<file path="config.mk">
export PLATFORM = sky130hd
export DESIGN_NAME = pulse_train_decoder
export DESIGN_NICKNAME = d
export VERILOG_FILES = /design/src/rtl/pulse_train_pkg.sv /design/src/rtl/pulse_train_decoder_input_sync2.sv /design/src/rtl/pulse_train_decoder.sv
export SDC_FILE = /design/constraint.sdc
export NUM_CORES = 1
export LEC_CHECK = 0
export CAP_MARGIN = 15
export CORE_MARGIN = 2
export CORE_UTILIZATION = 49
export DETAILED_ROUTE_END_ITERATION = 16
export GPL_TIMING_DRIVEN = 0
export PLACE_DENSITY = 0.75
export SYNTH_ARGS = -nofsm -noshare
export SYNTH_HDL_FRONTEND = slang
export SYNTH_SLANG_ARGS = --single-unit
</file>
<file path="constraint.sdc">
create_clock -name clk -period 1.9 [get_ports clk]
set_input_delay 0.38 -clock clk [delete_from_list [all_inputs] [get_ports clk]]
set_output_delay 0.38 -clock clk [all_outputs]
set_load 0.1 [all_outputs]
</file>
<file path="src/rtl/pulse_train_pkg.sv">
// State encodings for the pulse line, shared by the pulse generator and the decoder.
package pulse_train_pkg;

  typedef enum logic [1:0] {
    IDLE = 2'b00,
    HIGH = 2'b01,
    GAP  = 2'b10
  } state_t;

endpackage

</file>
<file path="src/rtl/pulse_train_decoder_input_sync2.sv">
// Two-flop synchronizer for an asynchronous pulse line; both stages reset to 0.
module input_sync2 (
  input  logic clk,
  input  logic reset,
  input  logic d,
  output logic q
);

  logic meta;

  always_ff @(posedge clk) begin
    if (reset) begin
      meta <= 1'b0;
      q    <= 1'b0;
    end else begin
      meta <= d;
      q    <= meta;
    end
  end

endmodule

</file>
<file path="src/rtl/pulse_train_decoder.sv">
// Pulse train decoder: validates pulse widths, counts a burst, reports it after a low gap.
// Define PULSE_SYNC_EN to pass pulse_in through a 2-flop synchronizer (adds 2 cycles latency).
//
// state | meaning
// IDLE  | no burst in progress, waiting for the line to rise
// HIGH  | line high, measuring pulse width
// GAP   | line low after a valid pulse, timing the gap
module pulse_train_decoder
  import pulse_train_pkg::*;
#(
  parameter int WIDTH_MIN   = 2,
  parameter int WIDTH_MAX   = 3,
  parameter int GAP_TIMEOUT = 16,
  parameter int CNT_W       = 4
) (
  input  logic             clk,
  input  logic             reset,
  input  logic             pulse_in,
  output logic [CNT_W-1:0] count_out,
  output logic             count_valid,
  output logic             width_err,
  output logic             busy
);

  localparam int W_W = $clog2(WIDTH_MAX + 2);
  localparam int G_W = $clog2(GAP_TIMEOUT + 1);

  localparam logic [W_W-1:0] W_LO   = W_W'(WIDTH_MIN);
  localparam logic [W_W-1:0] W_HI   = W_W'(WIDTH_MAX);
  localparam logic [W_W-1:0] W_SAT  = W_W'(WIDTH_MAX + 1);
  localparam logic [G_W-1:0] G_LAST = G_W'(GAP_TIMEOUT - 1);

  logic             pulse_s;
  state_t           state;
  logic [W_W-1:0]   width;
  logic [G_W-1:0]   gap;
  logic [CNT_W-1:0] burst;

`ifdef PULSE_SYNC_EN
  input_sync2 u_sync (
    .clk   (clk),
    .reset (reset),
    .d     (pulse_in),
    .q     (pulse_s)
  );
`else
  assign pulse_s = pulse_in;
`endif

  always_ff @(posedge clk) begin
    if (reset) begin
      state       <= IDLE;
      width       <= '0;
      gap         <= '0;
      burst       <= '0;
      count_out   <= '0;
      count_valid <= 1'b0;
      width_err   <= 1'b0;
    end else begin
      count_valid <= 1'b0;
      width_err   <= 1'b0;
      case (state)
        IDLE: begin
          if (pulse_s) begin
            state <= HIGH;
            width <= W_W'(1);
          end
        end
        HIGH: begin
          if (pulse_s) begin
            if (width != W_SAT) width <= width + 1'b1;
          end else if (width >= W_LO && width <= W_HI) begin
            if (burst != '1) burst <= burst + 1'b1;
            gap   <= G_W'(1);
            state <= GAP;
          end else begin
            width_err <= 1'b1;
            burst     <= '0;
            state     <= IDLE;
          end
        end
        GAP: begin
          if (pulse_s) begin
            state <= HIGH;
            width <= W_W'(1);
          end else if (gap == G_LAST) begin
            // this sample is the GAP_TIMEOUT-th consecutive low
            count_out   <= burst;
            count_valid <= 1'b1;
            burst       <= '0;
            state       <= IDLE;
          end else begin
            gap <= gap + 1'b1;
          end
        end
        default: state <= IDLE;
      endcase
    end
  end

  assign busy = (state != IDLE);

endmodule

</file>
==> flow_summary.yaml <==
final_layout:
  insertedDiodeCount: 0
  drive_above_1_share_pct: 18.1
  mostFrequentLayoutCell: "dfxtp_1"
  num-fill-cells: 163
  nets: 138
  utilization_pct: 63.0
  syn_to_final_growth_pct: 23.3
  mostFrequentLayoutCells: "dfxtp_1, nor2_1, inv_1, a21oi_1"
  stdcell_count: 154
global_routing:
  grt_pass1_vias: 758
  track_usage_pct: 16.8
  grt_max_degree: 13
  grt_pass1_wl_um: 3140
  busiest_layer: "met2"
  grtUsageMet2_pct: 30.4
  met3_usage_pct: 4.32
  antenna_found_initial: 0
  met1_usage_pct: 19.0
  gr-total-overflow: 0
sta:
  min_period_ps: 1850
  grt_setup_unrepaired: "false"
  finalSetupTns_ps: 0
  skew_ps: 1.67
  setup_viol: 0
  max_freq_ghz: 0.539
  period_share_pct: 97.6
  worstMarginPinSlew_ps: 950
  timing.slew.headroom_pct: 36.9
  setup_slack_ps: 45.1
  hold_violations: 0
  final_max_slew_viol_count: 0
synth:
  synth_nets: 119
  synthDistinctLibCells: 33
  synth_top_family_by_area: "simple AND/OR/NAND/NOR gates"
  yosys.area_share.simple_pct: 22.6
  syn_inst: 109
  synthMuxAreaShare_pct: 5.10
  synth-seq-cells: 20
  synth_xor_area_share_pct: 0
  syn_area_per_cell_um2: 9.00
  ys_warn_count: 0
  synth-compound-area-share_pct: 17.6
  yosysSeqAreaShare_pct: 40.8
  netlist_area_um2: 981
  synthAdderAreaFrac_pct: 8.93
drt:
  wl_per_cell_um: 12.7
  drc: 0
  viasPerCell: 5.46
  drtIter0Drc: 8
  wirelength_um: 1950
  dr.pass1.iters: 4
  num_vias: 841
  antenna_left: 0
power:
  powerDensity_nw_per_um2: 703
  swShare_pct: 22.2
  power_frac_comb_pct: 8.4
  switching_power_uw: 189
  internal_power_uw: 662
  clkPwrFrac_pct: 40.8
  p_leak_nw: 0.467
  pwr-share-seq_pct: 50.8
  ir_drop_mv: 0.700
clocking:
  cts_tree: "yes"
  path_clk_slew_ps: 120
  clock_latency_ps: 300
  cts_made_buffers: 3
  clock-sinks: 20
  clockBufferDepth: 2
  holdBufCountCts: 0
  cts-root-buf: "clkbuf_4"
  htreeDepth: 1
worst_setup_path:
  end_kind: "primary output"
  critPathSlowestCell: "clkdlybuf4s15_1"
  crit_arrival_ps: 1470
  worstPathRequired_ps: 1520
  worstPathMaxFanout: 2
  crit_buf_inv: 1
  slowest_delay_ps: 820
  crit_chain: "clkdlybuf4s15_1"
  path_class: "reg2out"
  crit_path_start_kind: "flip-flop"
  cp_top_family: "buffers and inverters"
outcome:
  status: "complete, no violations"
floorplan:
  die_w_um: 48.7
  ios: 10
  initial_core_util_pct: 51.0
  core.rowCount: 16
  coreArea_um2: 1920
  die_h_um: 48.7
  die_area_um2: 2380
place:
  numPortBuffers: 8
  dp_slack_ps: -208
  dp_hpwl_um: 1350
  dpl.cell_count: 144
  gp_congestion: 0.789
min_path:
  min-delay-path-class: "reg2reg"
flow_run:
  cap_violations: 0
power by group through the flow:
stage          combinational, mW  clock [mW]  sequential, mW
6_report                  0.0717       0.347           0.432
4_1_cts                   0.0691       0.350           0.433
5_1_grt                   0.0790       0.371           0.433
3_5_place_dp              0.0670           0           0.442
3_3_place_gp              0.0652           0           0.442
2_1_floorplan             0.0467           0           0.445
path summary, 6_finish.rpt:
check	start	endpoint	slack [ps]	cells past startpoint
worst min register to register	gap[4]	gap[4]	500	2
worst max-delay path	count_out[1]	count_out[1]	50	1
worst max register to register	width[0]	burst[3]	50	8
worst min-delay path	gap[4]	gap[4]	500	2
layer usage:
metal	routed length (um)	up-vias
met3	72	6
met1	848	394
met5	0	-
met2	983	15
met4	46	0
li1	-	426
flip-flops by register name, indices dropped and copies added, names as in the netlist:
register,count
gap,5
burst,4
count_out,4
width,3
state,2
count_valid,1
width_err,1
cell usage after synthesis:
cell type,n,share of area [%]
dfxtp_1,20,41
a21oi_1,10,5.1
inv_1,10,3.8
nor2_1,10,3.8
ha_1,7,8.9
nand2_1,6,2.3
mux2i_1,5,5.1
a211oi_1,4,3.1
or3_1,4,2.6
clkbuf_1,3,1.1
nor3_1,3,1.5
o21ai_0,3,1.5
and3_1,2,1.3
nand3_1,2,1.0
o32ai_1,2,1.8
a21oi_2,1,0.89
a311oi_1,1,0.89
a41oi_1,1,0.89
and2_1,1,0.64
and2b_1,1,0.77
nand2b_1,1,0.64
nand2b_4,1,1.4
nand4_1,1,0.64
nor2b_1,1,0.64
nor3b_4,1,1.9
nor4b_1,1,0.89
o2111ai_1,1,0.89
o211a_1,1,1.0
o211ai_1,1,0.77
o31ai_1,1,0.77
or2b_1,1,0.77
or4_1,1,0.77
or4b_1,1,1.0
cell type report:
class                      instances  area [um^2]  share of cell area, %
buffer                             3         11.3                  0.931
clock inverter                     1         30.0                   2.48
sequential                        20          407                   33.6
multi-input combinational         76          556                   45.9
clock buffer                       3         22.5                   1.86
inverter                          10         37.5                   3.10
tap                               27         33.8                   2.79
timing repair buffer              14          113                   9.31
cells by family (layout without fill, tap and decap cells):
family | count (synthesis) | after routing
and+or+nand+nor | 38 | 38
muxes | 5 | 5
buffers and inverters | 13 | 31
adders and majority gates | 7 | 7
AOI/OAI and AO/OA | 26 | 26
DFF | 20 | 20
stage by stage:
step | area [um^2] | hold slack [ps] | power (mW)
after CTS | 1170 | 484 | 0.852
after global placement | 1100 | 456 | 0.507
after global routing | 1210 | 535 | 0.883
after floorplan | 986 | 440 | 0.491
after detailed placement | 1100 | 469 | 0.509
final | 1210 | 501 | 0.850
timing repair:
action | CTS | global route
cloned | 0 | 0
setup endpoints to repair | 13 | 12
gates resized for setup | 11 | 12
buffers inserted | 3 | 3
pin swaps | 1 | 3
worst min-delay path: stages (launching register included):
cell	delay, ps
dfxtp_1	330
inv_1	70
o31ai_1	70
Note: power is estimated with default switching activity, not from simulation.
